<file path="config.mk">
export PLATFORM = sky130hd
export DESIGN_NAME = pusch_slot_scheduler
export DESIGN_NICKNAME = d
export VERILOG_FILES = /design/src/rtl/pusch_slot_scheduler.sv
export SDC_FILE = /design/constraint.sdc
export NUM_CORES = 1
export LEC_CHECK = 0
export CORE_MARGIN = 5
export CORE_UTILIZATION = 52
export DETAILED_ROUTE_END_ITERATION = 8
export GPL_TIMING_DRIVEN = 0
export PLACE_DENSITY = 0.81
export SLEW_MARGIN = 10
export SYNTH_ARGS = -nofsm -noshare
export SYNTH_HDL_FRONTEND = slang
export SYNTH_SLANG_ARGS = --single-unit
</file>
<file path="constraint.sdc">
create_clock -name CLK_RE -period 2.9 [get_ports CLK_RE]
set_clock_uncertainty 0.05 [all_clocks]
set_input_delay 0.29 -clock CLK_RE [delete_from_list [all_inputs] [get_ports CLK_RE]]
set_output_delay 0.29 -clock CLK_RE [all_outputs]
set_load 0.01 [all_outputs]
</file>
<file path="src/rtl/pusch_slot_scheduler.sv">
// pusch_slot_scheduler: sequences DMRS, FFT and RE-mapper work for one PUSCH slot with watchdog and abort
module pusch_slot_scheduler #(
  parameter int TIMEOUT_CYC = 4095,
  parameter int WD_W        = 12
) (
  input  logic        CLK_RE,
  input  logic        RST_RE,
  input  logic        Slot_Start,
  input  logic        Abort,
  input  logic [10:0] Cfg_N_sc,
  input  logic [6:0]  Cfg_N_rb,
  input  logic [3:0]  Cfg_Sym_Start,
  input  logic [3:0]  Cfg_Sym_End,
  input  logic        Map_Sym_Done,
  output logic [10:0] N_sc,
  output logic [6:0]  N_rb,
  output logic [3:0]  Sym_Start,
  output logic [3:0]  Sym_End,
  output logic [3:0]  Sym_Idx,
  output logic        DMRS_Start,
  output logic        FFT_Start,
  output logic        Busy,
  output logic        Slot_Done,
  output logic        Cfg_Err,
  output logic        Timeout_Err,
  output logic        Overrun
);
  typedef enum logic [2:0] {IDLE, DMRS_REQ, DMRS_WAIT, FFT_REQ, FFT_WAIT, DONE} state_t;
  state_t state, state_nxt;
  logic [WD_W-1:0] wd, wd_nxt;
  logic [3:0] sym_idx_nxt;
  logic [11:0] sc_end;
  logic cfg_ok, start_idle, accept, waiting, last, expire;
  assign sc_end = {1'b0, Cfg_N_sc} + {2'b0, Cfg_N_rb, 3'b0} + {3'b0, Cfg_N_rb, 2'b0};
  assign cfg_ok = Cfg_N_rb != 7'd0 && Cfg_N_rb <= 7'd100 && sc_end <= 12'd1200 &&
                  Cfg_Sym_Start <= Cfg_Sym_End && Cfg_Sym_End <= 4'd13;
  assign start_idle = state == IDLE && Slot_Start && !Abort;
  assign accept = start_idle && cfg_ok;
  assign waiting = state == DMRS_WAIT || state == FFT_WAIT;
  assign last = Sym_Idx == Sym_End;
  // a completion arriving on the expiry cycle takes priority over the watchdog
  assign expire = waiting && !Map_Sym_Done && wd == WD_W'(TIMEOUT_CYC - 1);
  always_comb begin
    state_nxt = state;
    sym_idx_nxt = Sym_Idx;
    wd_nxt = wd;
    if (state != IDLE && Abort) begin
      state_nxt = IDLE;
      sym_idx_nxt = '0;
    end else
      case (state)
        IDLE: if (accept) begin
          state_nxt = DMRS_REQ;
          sym_idx_nxt = Cfg_Sym_Start;
        end
        DMRS_REQ: begin
          state_nxt = DMRS_WAIT;
          wd_nxt = '0;
        end
        FFT_REQ: begin
          state_nxt = FFT_WAIT;
          wd_nxt = '0;
        end
        DMRS_WAIT, FFT_WAIT: if (Map_Sym_Done) begin
          state_nxt = last ? DONE : FFT_REQ;
          sym_idx_nxt = last ? Sym_Idx : Sym_Idx + 4'd1;
        end else if (expire) begin
          state_nxt = IDLE;
          sym_idx_nxt = '0;
        end else
          wd_nxt = wd + WD_W'(1);
        default: state_nxt = IDLE;
      endcase
  end
  // pulse outputs are registered from the next state so they line up with the state they announce
  always_ff @(posedge CLK_RE or negedge RST_RE)
    if (!RST_RE) begin
      state <= IDLE;
      wd <= '0;
      N_sc <= '0;
      N_rb <= '0;
      Sym_Start <= '0;
      Sym_End <= '0;
      Sym_Idx <= '0;
      DMRS_Start <= 1'b0;
      FFT_Start <= 1'b0;
      Busy <= 1'b0;
      Slot_Done <= 1'b0;
      Cfg_Err <= 1'b0;
      Timeout_Err <= 1'b0;
      Overrun <= 1'b0;
    end else begin
      state <= state_nxt;
      wd <= wd_nxt;
      Sym_Idx <= sym_idx_nxt;
      DMRS_Start <= state_nxt == DMRS_REQ;
      FFT_Start <= state_nxt == FFT_REQ;
      Slot_Done <= state_nxt == DONE;
      Busy <= !(state_nxt == IDLE || state_nxt == DONE);
      Cfg_Err <= start_idle && !cfg_ok;
      Timeout_Err <= expire && !Abort;
      Overrun <= Slot_Start && state != IDLE;
      if (accept) begin
        N_sc <= Cfg_N_sc;
        N_rb <= Cfg_N_rb;
        Sym_Start <= Cfg_Sym_Start;
        Sym_End <= Cfg_Sym_End;
      end
    end
endmodule

</file>
==> results of run 1 <==
[cells in the final DEF (no fill, tap or decap), types with 7 or more instances in the layout]
cell and count:
clkdlybuf4s50_1 53, mux2_4 27, nand2_1 28, buf_4 10
nor3_1 8, dfrtp_1 52, xnor2_1 12, nor2_1 20
nand3_1 12, o31ai_1 7, a21oi_1 9, nand4_1 8
o21ai_0 16, inv_1 12, ha_1 11
[area by class of cell]
class	instances	area [µm²]	share of cell area [%]
Buffer	7	80.1	1.83
Clock buffer	6	82.6	1.89
Multi-Input combinational cell	228	1930	44.0
Timing Repair Buffer	81	826	18.9
Clock inverter	2	15.0	0.343
Sequential cell	52	1300	29.7
Inverter	14	52.6	1.20
Tap cell	77	96.3	2.20
[cell usage after synthesis (2+ instances only)]
master	instances	area share [%]
buf_12	2	1.2
mux2_4	27	12
o21a_1	3	0.69
nor2_1	20	2.3
buf_2	2	0.30
and2_1	3	0.57
o31a_1	2	0.53
o21ai_1	2	0.30
xnor2_1	12	3.2
inv_1	14	1.6
a31oi_1	2	0.38
nand4_1	8	1.5
clkbuf_1	2	0.23
nand3_2	2	0.61
nand2b_1	6	1.1
o21ai_0	16	2.4
nand3_1	12	1.8
ha_1	17	6.5
mux2i_1	5	1.5
o31ai_1	7	1.6
fa_1	7	4.3
nor3_1	8	1.2
nor2b_1	6	1.1
dfrtp_1	52	40
or3_1	3	0.57
nand2_1	28	3.2
nor4_1	2	0.38
a21oi_1	10	1.5
o21ba_1	2	0.61
[path summary, 6_finish.rpt]
check,start,to,slack [ns],depth (start not counted)
setup / recovery,Cfg_N_sc[5],N_rb[6],-0.02,12
hold / removal,Cfg_N_sc[3],N_sc[3],0.16,2
setup reg to reg,state[1],N_rb[6],0.59,7
hold reg to reg,N_sc[0],N_sc[0],0.47,1
max in group asynchronous,RST_RE,N_rb[3],1.78,3
min in group asynchronous,RST_RE,Busy,0.45,2
[flip-flops by register name, summed over array words and instances (netlist names)]
name,flops
wd,12
N_sc,11
N_rb,7
Sym_End,4
Sym_Idx,4
Sym_Start,4
state,3
Busy,1
Cfg_Err,1
DMRS_Start,1
FFT_Start,1
Overrun,1
Slot_Done,1
Timeout_Err,1
[critical path, delay by kind of cell]
kind / cells / cell delay (ns)
AOI/OAI and AO/OA: 1 / 0.29
adders and majority gates: 2 / 0.74
muxes: 1 / 0.30
and+or+nand+nor: 5 / 0.88
buffers and inverters: 3 / 0.56
[metal layers]
metal  track usage (%)  wire (µm)
met1              29.6       3450
met2              34.8       3740
met3              3.69        434
met4              7.98        190
met5                 0          0
[per-stage QoR]
| step | setup WS [ns] | TNS, ns | instances |
|---|---|---|---|
| floorplan | -0.0705 | -1.83 | 301 |
| global placement | -0.794 | -25.43 | 445 |
| detailed placement | -0.880 | -28.03 | 446 |
| CTS | -0.0423 | -0.488 | 465 |
| global route | -0.0987 | -2.27 | 467 |
| finish | -0.0157 | -0.0240 | 467 |
[power by group]
group	leakage (nW)	switching [mW]	total, mW	internal (mW)
clock network	0.0434	0.250	0.444	0.194
logic	1.20	0.673	1.67	1.00
registers	0.671	0.235	1.23	0.992
total	1.92	1.16	3.34	2.19
[what timing repair did]
action / CTS / global route
pin swaps: 18 / 8
hold endpoints to repair: 23 / 0
gates cloned: 2 / 0
buffers inserted: 8 / 3
endpoints found under the setup margin: 34 / 34
hold buffers: 1 / 0
gates resized for setup: 50 / 6
[cell families (layout without fill, tap and decap cells)]
logic type | after synthesis | count (layout) | share of synthesized area (%)
AOI/OAI and AO/OA | 52 | 52 | 11.3
xor gates and xnor gates | 13 | 13 | 3.47
adders and majority gates | 24 | 24 | 10.7
buffers and inverters | 21 | 110 | 3.81
DFF | 52 | 52 | 39.6
muxes | 32 | 32 | 13.9
and+or+nand+nor | 107 | 107 | 17.2
==> flow_summary_export.csv, run 1 <==
group,metric,value,unit
placed_design,post-dp-hpwl,5750,µm
sta,setup_slack,-0.0157,ns
global_routing,grt_pass1_wl,13300,µm
synth,synth_area,3280,µm²
global_routing,grt_usage,21.7,%
pwr,power,3.34,mW
die,core_area,6240,µm²
critical_path,cpMostUsedCell,"buf_12",
sta,min_period,2.92,ns
die,dieWidth,89.5,µm
placed_design,port_buffers,67,
route,routed_wl,7820,µm
clock_tree,cts_buffers,5,
finish,nets,444,
synth,synth.distinct_cells,48,
run_status,status,"finished, violations left",
sta,relSlewSlack,61.0,%
route,drc_errors,0,
job,drv_cap,0,
route,wire_per_inst,16.7,µm
sta,setup-violations-final,4,
pwr,p_leak,1.92,nW
synth,yosys_warnings,0,
sta,finalHoldViolCount,0,
die,rows,29,
clock_tree,clock-sinks,52,
synth,synth_edf_count,0,
finish,num-fill-cells,460,
route,drtIter0Drc,146,
sta,worst_pin_slew,0.585,ns
run_status,violations,"negative setup slack",
synth,ys.flop_type,"dfrtp_1",
finish,diodes,0,
global_routing,antenna_found_initial,0,
critical_path,end_kind,"register",
die,initial_core_util,52.6,%
clock_tree,clk_pin_slew,0.09,ns
global_routing,grt_pass1_vias,2710,
critical_path,crit_path_cell_trace,"dlygate4sd2_1 > fa_1 > ha_4 > nor2b_4 > o31a_1 > or3b_1 > nand3_2 > nand3_4 > nor3_4 > buf_12 > buf_12 > mux2_4",
synth,netlist_instances,301,
synth,syn_avg_cell_area,10.9,µm²
pwr,power.density,763,nW/µm²
sta,max_freq,343,MHz
global_routing,grt_max_degree,30,
route,vias_per_cell,5.59,
critical_path,cp-start-kind,"input pin",
critical_path,cp_data_required_time,3.05,ns
sta,period_share,101,%
critical_path,slowest_delay,0.53,ns
synth,synthArstFlopShare,100,%
die,ios,68,
synth,synthesis.nets,356,
die,die_y,89.5,µm
sta,hold_ws,0.162,ns
global_routing,grt_overflow_total,0,
worst_hold_path,hold_path_class,"input pin to register",
clock_tree,clock_latency,0.32,ns
route,num_vias,2609,
clock_tree,cts_tree,"yes",
clock_tree,cts.htree.levels,2,
synth,yosysSeqAreaShare,39.6,%
critical_path,crit_type,"input pin to register",
finish,fin_area,4380,µm²
finish,area_growth,33.4,%
finish,drive_gt1_share,21.8,%
sta,slew_viol_final,0,
critical_path,cp_slowest_cell,"fa_1",
clock_tree,clock-root-buffer,"clkbuf_8",
route,ant_nets,0,
placed_design,postPlaceCellArea,4070,µm²
die,die_area,8000,µm²
finish,postLayoutCoreUtil,70.2,%
critical_path,crit_path_max_fanout,8,
pwr,vdd_drop_max,0.467,mV
critical_path,arrival,3.06,ns
sta,rsz0062_at_grt,"true",
placed_design,place.gp.congestion,0.853,
clock_tree,cts_buffer_depth,2,
route,dr.pass1.iters,4,
synth,synth-seq-cells,52,
Note: power is estimated with default switching activity, not from simulation.
==> run 2: changes to the inputs <==
CELL_PAD_IN_SITES_DETAIL_PLACEMENT = 0   (was default)
CELL_PAD_IN_SITES_GLOBAL_PLACEMENT = 1   (was default)
CORE_UTILIZATION = 50   (was 52)
DONT_BUFFER_PORTS = 1   (was default)
PLACE_DENSITY = default   (was 0.81)
PLACE_DENSITY_LB_ADDON = 0.1   (was default)
==> run 2 against run 1 <==
The flow now finishes without violations. Non-clock buffer count fell by 71. Combinational power decreased by 38%. Final cell count is 15% lower. Setup slack improved by 0.029 ns. Utilization shrank 13 points. Clock power rose by 11%. Critical path type unchanged. Critical endpoint is now N_sc[5]. Largest cell class unchanged. Largest power group is now registers.
==> flow_summary_export.csv, run 2 (synthesis results as in run 1) <==
group,metric,value,unit
run_status,status,"finished clean",
route,routed_wl,7190,µm
finish,top_regs,"wd x12, N_sc x11, N_rb x7",
job,drv_cap,0,
global_routing,antenna_found_initial,0,
global_routing,grt_pass1_wl,12000,µm
critical_path,cp_data_required_time,3.04,ns
route,drc_errors,0,
critical_path,slowest_delay,0.48,ns
route,drtIter0Drc,104,
clock_tree,cts_buffer_depth,2,
critical_path,cp-start-kind,"input pin",
pwr,switching_power,1.05,mW
critical_path,rr_worst_depth,6,
finish,seqCellArea,1300,µm²
pwr,p_leak,1.63,nW
critical_path,crit-reg2reg-capture,"N_sc[5]",
critical_path,arrival,3.03,ns
worst_hold_path,hold_path_end,"N_sc[10]",
global_routing,grt_usage,17.7,%
pwr,internal_power,1.84,mW
sta,slew_viol_final,0,
finish,area_growth,11.3,%
sta,worst_pin_slew,0.482,ns
clock_tree,cts.htree.levels,2,
critical_path,cpMostUsedCell,"nand3_4",
finish,multi_input_area,1900,µm²
finish,fin_area,3650,µm²
die,core_area,6390,µm²
sta,setup-violations-final,0,
die,die_y,91.0,µm
critical_path,regToRegStartpoint,"state[2]",
route,num_vias,2281,
placed_design,place.gp.congestion,0.788,
route,vias_per_cell,5.76,
finish,num-fill-cells,558,
sta,rsz0062_at_grt,"true",
die,die_area,8290,µm²
critical_path,crit_path_max_fanout,5,
critical_path,end_kind,"register",
global_routing,grt_max_degree,53,
pwr,switching_share,36.3,%
finish,diodes,0,
die,dieWidth,91.0,µm
finish,layout_commonest_cell,"dfrtp_1",
clock_tree,clock_latency,0.30,ns
sta,relSlewSlack,67.8,%
placed_design,port_buffers,0,
pwr,vdd_drop_max,0.500,mV
sta,max_freq,346,MHz
sta,finalHoldViolCount,0,
route,dr.pass1.iters,4,
critical_path,rrSetupSlack,0.57,ns
critical_path,crit_path_cell_trace,"fa_1 > ha_2 > inv_2 > fa_2 > nor2b_4 > o31a_1 > or3b_4 > nand3_4 > nand3_4 > nor3_4 > buf_4 > clkbuf_16 > mux2_4",
critical_path,cp_slowest_cell,"fa_1",
clock_tree,clk_pin_slew,0.09,ns
route,wire_per_inst,18.2,µm
clock_tree,cts_buffers,5,
die,ios,68,
finish,layout_common_cells,"dfrtp_1, nand2_1, mux2_4",
sta,min_period,2.89,ns
placed_design,post-dp-hpwl,5180,µm
die,initial_core_util,51.4,%
worst_hold_path,hold_path_class,"input pin to register",
global_routing,grt_overflow_total,0,
finish,drive_gt1_share,20.7,%
finish,largest_register,"wd",
clock_tree,cts_tree,"yes",
worst_hold_path,min_path_cells,1,
pwr,clock_power_share,17.1,%
pwr,pwr-share-comb,35.9,%
finish,nets,373,
sta,period_share,99.5,%
die,rows,29,
worst_hold_path,hold_start,"Cfg_N_sc[10]",
critical_path,crit_type,"input pin to register",
global_routing,grt_pass1_vias,2323,
sta,hold_ws,0.0780,ns
pwr,power.density,789,nW/µm²
placed_design,postPlaceCellArea,3380,µm²
finish,largest_register_ffs,12,
pwr,seqPwrFrac,47.0,%
clock_tree,clock-sinks,52,
clock_tree,clock-root-buffer,"clkbuf_8",
route,ant_nets,0,
## run 2: layout make-up
type                       instances  area share, %
buffer                             7           2.12
clock buffer                       6           1.99
clock inverter                     2          0.959
inverter                          14           1.44
multi-input combinational        228           51.9
sequential                        52           35.6
tap                               77           2.64
timing repair buffer              10           3.32
## run 2: critical path: cells and delay by family
| kind | cells | cell delay [ns] |
|---|---|---|
| compound gates | 1 | 0.33 |
| fa+ha+maj | 3 | 0.91 |
| buf+inv | 3 | 0.36 |
| mux | 1 | 0.29 |
| simple gates | 5 | 0.83 |
## run 2: repair_timing
item                                    4_1_cts  5_1_grt
endpoints found under the hold margin        53        0
hold buffers                                  3        0
gates resized for setup                       0        8
endpoints found under the setup margin        0       26
buffers inserted                              0        6
## run 2: worst max path at each step
stage | cells after the start | endpoint | start
6_report | 13 | N_sc[5] | Cfg_N_sc[3]
5_1_grt | 13 | Sym_End[1] | Cfg_N_sc[3]
4_1_cts | 11 | N_rb[6] | Cfg_N_sc[3]
3_5_place_dp | 11 | Sym_End[3] | Cfg_N_sc[3]
3_3_place_gp | 12 | Sym_Start[0] | Cfg_N_sc[3]
2_1_floorplan | 12 | N_rb[0] | Cfg_N_sc[3]
## run 2: per-layer routing
metal  up-vias  global-route usage, %  wire [µm]
met3         6                   6.28        502
met1      1101                   24.7       3460
met5         -                      0          0
met2        75                   26.8       3180
met4         0                   3.67         50
li1       1099                      -          -
## run 2: power by group through the flow
stage / registers, mW / clock network (mW) / logic, mW
6_report: 1.36 / 0.493 / 1.03
3_3_place_gp: 1.38 / 0 / 0.931
3_5_place_dp: 1.38 / 0 / 0.948
5_1_grt: 1.40 / 0.549 / 1.15
2_1_floorplan: 1.30 / 0 / 0.821
4_1_cts: 1.36 / 0.513 / 0.981
## run 2: per-stage QoR
stage	util [%]	TNS (ns)	instances	setup slack [ns]	power, mW
3_5_place_dp	53.0	-5.90	378	-0.237	2.32
6_report	57.2	0	396	0.0132	2.88
3_3_place_gp	53.0	-6.09	378	-0.245	2.31
4_1_cts	55.4	0	389	0.0735	2.86
2_1_floorplan	-	-1.83	301	-0.0705	2.12
5_1_grt	57.2	-0.823	396	-0.0621	3.10
==> run 3: changes to the inputs <==
CORE_MARGIN = 8   (was 5)
==> run 3 against run 2 <==
Flip-flop and latch count stayed put. Clock power increased by 2%. Combinational power shrank 5%. Register-to-register slack barely moved. Largest cell class unchanged. First-iteration DRC count fell by 9.6%. Clock-buffer cell count down 1.
==> flow_summary_export.csv, run 3 (synthesis results as in run 1) <==
group,metric,value,unit
run_status,status,"finished clean",
pwr,power,2.85,mW
clock_tree,cts_buffers,5,
sta,rsz0062_at_grt,"true",
die,die_y,97.0,µm
sta,finalHoldViolCount,0,
job,drv_cap,0,
route,routed_wl,7410,µm
finish,largest_register_ffs,12,
sta,setup-violations-final,0,
global_routing,grt_max_degree,53,
finish,nets,366,
pwr,vdd_drop_max,0.439,mV
clock_tree,clk_pin_slew,0.11,ns
finish,area_growth,8.04,%
placed_design,post-dp-hpwl,5450,µm
pwr,power.density,805,nW/µm²
finish,postLayoutCoreUtil,55.9,%
critical_path,crit_type,"input pin to register",
critical_path,cp-start-kind,"input pin",
clock_tree,cts_buffer_depth,2,
sta,min_period,2.86,ns
critical_path,arrival,3.00,ns
global_routing,grt_pass1_vias,2251,
route,drc_errors,0,
route,wire_per_inst,19.0,µm
die,dieWidth,97.0,µm
critical_path,cp_data_required_time,3.04,ns
die,core_area,6350,µm²
placed_design,place_ws,-0.288,ns
placed_design,placed_cells,378,
sta,setup_tns,0,ns
finish,instances_no_fill,389,
route,num_vias,2201,
worst_hold_path,hold_path_class,"input pin to register",
global_routing,met2_usage,23.3,%
sta,period_share,98.5,%
global_routing,use_met1,20.7,%
finish,layout_commonest_cell,"dfrtp_1",
route,ant_nets,0,
route,vias_per_cell,5.66,
clock_tree,clock_latency,0.31,ns
pwr,pwr-share-comb,34.4,%
die,initial_core_util,51.7,%
global_routing,antenna_found_initial,0,
route,dr.pass1.iters,4,
clock_tree,clock-sinks,52,
sta,hold_ws,0.0665,ns
placed_design,place.gp.congestion,0.833,
sta,setup_slack,0.0422,ns
global_routing,grt_usage,15.6,%
die,rows,29,
critical_path,end_kind,"register",
clock_tree,cts_tree,"yes",
pwr,clock_power_share,17.7,%
finish,layout_common_cells,"dfrtp_1, nand2_1, mux2_4",
global_routing,grt_pass1_wl,12100,µm
sta,worst_pin_slew,0.538,ns
finish,top_regs,"wd x12, N_sc x11, N_rb x7",
sta,slew_viol_final,0,
critical_path,crit_path_max_fanout,10,
finish,drive_gt1_share,18.6,%
pwr,p_leak,1.59,nW
global_routing,use_met3,5.62,%
pwr,switching_share,37.0,%
clock_tree,cts.htree.levels,2,
sta,max_freq,350,MHz
sta,relSlewSlack,64.2,%
pwr,switching_power,1.06,mW
pwr,seqPwrFrac,47.9,%
route,drtIter0Drc,94,
die,ios,68,
finish,fin_area,3550,µm²
global_routing,busiest_layer,"met2",
finish,diodes,0,
clock_tree,clock-root-buffer,"clkbuf_8",
global_routing,grt_overflow_total,0,
finish,largest_register,"wd",
pwr,internal_power,1.80,mW
placed_design,port_buffers,0,
die,die_area,9410,µm²
placed_design,postPlaceCellArea,3380,µm²
-- run 3: power groups by stage --
stage	logic [mW]	registers (mW)	clock network (mW)
after global routing	1.09	1.42	0.544
after global placement	0.931	1.39	0
after floorplan	0.821	1.30	0
after CTS	0.981	1.38	0.517
after detailed placement	0.949	1.38	0
final	0.982	1.37	0.505
-- run 3: worst paths after layout --
check	from	end	slack [ns]	cells after the start
worst min register to register	wd[7]	wd[7]	0.46	1
min in group asynchronous	RST_RE	Timeout_Err	0.47	2
worst min-delay path	Cfg_Sym_Start[3]	Sym_Start[3]	0.07	1
worst max-delay path	Cfg_N_sc[3]	N_sc[2]	0.04	11
max in group asynchronous	RST_RE	wd[4]	2.10	2
worst max register to register	state[2]	N_sc[2]	0.58	5
-- run 3: timing repair --
action,4_1_cts,5_1_grt
endpoints found under the setup margin,0,26
resized for setup,0,1
hold buffers,3,0
buffers inserted,0,0
endpoints found under the hold margin,53,0
-- run 3: cell type report --
type	count	area [µm²]
Sequential cell	52	1300
Inverter	14	52.6
Multi-Input combinational cell	228	1870
Clock buffer	5	68.8
Clock inverter	3	42.5
Tap cell	77	96.3
Timing Repair Buffer	3	47.5
Buffer	7	72.6
Fill cell	564	2800
-- run 3: per-layer routing --
metal	share of wire, %	vias up	wire length [µm]
met5	0	-	0
met4	1.0	0	75
met3	7.8	7	579
met2	42	59	3110
met1	49	1054	3640
li1	-	1081	-
-- run 3: worst max-delay path: stages --
cell	delay, ns
fa_1	0.54
ha_2	0.19
inv_2	0.04
fa_2	0.36
nor2b_4	0.15
o31a_1	0.21
o221a_2	0.25
a31oi_4	0.11
nor3_4	0.35
buf_12	0.21
mux2_4	0.30
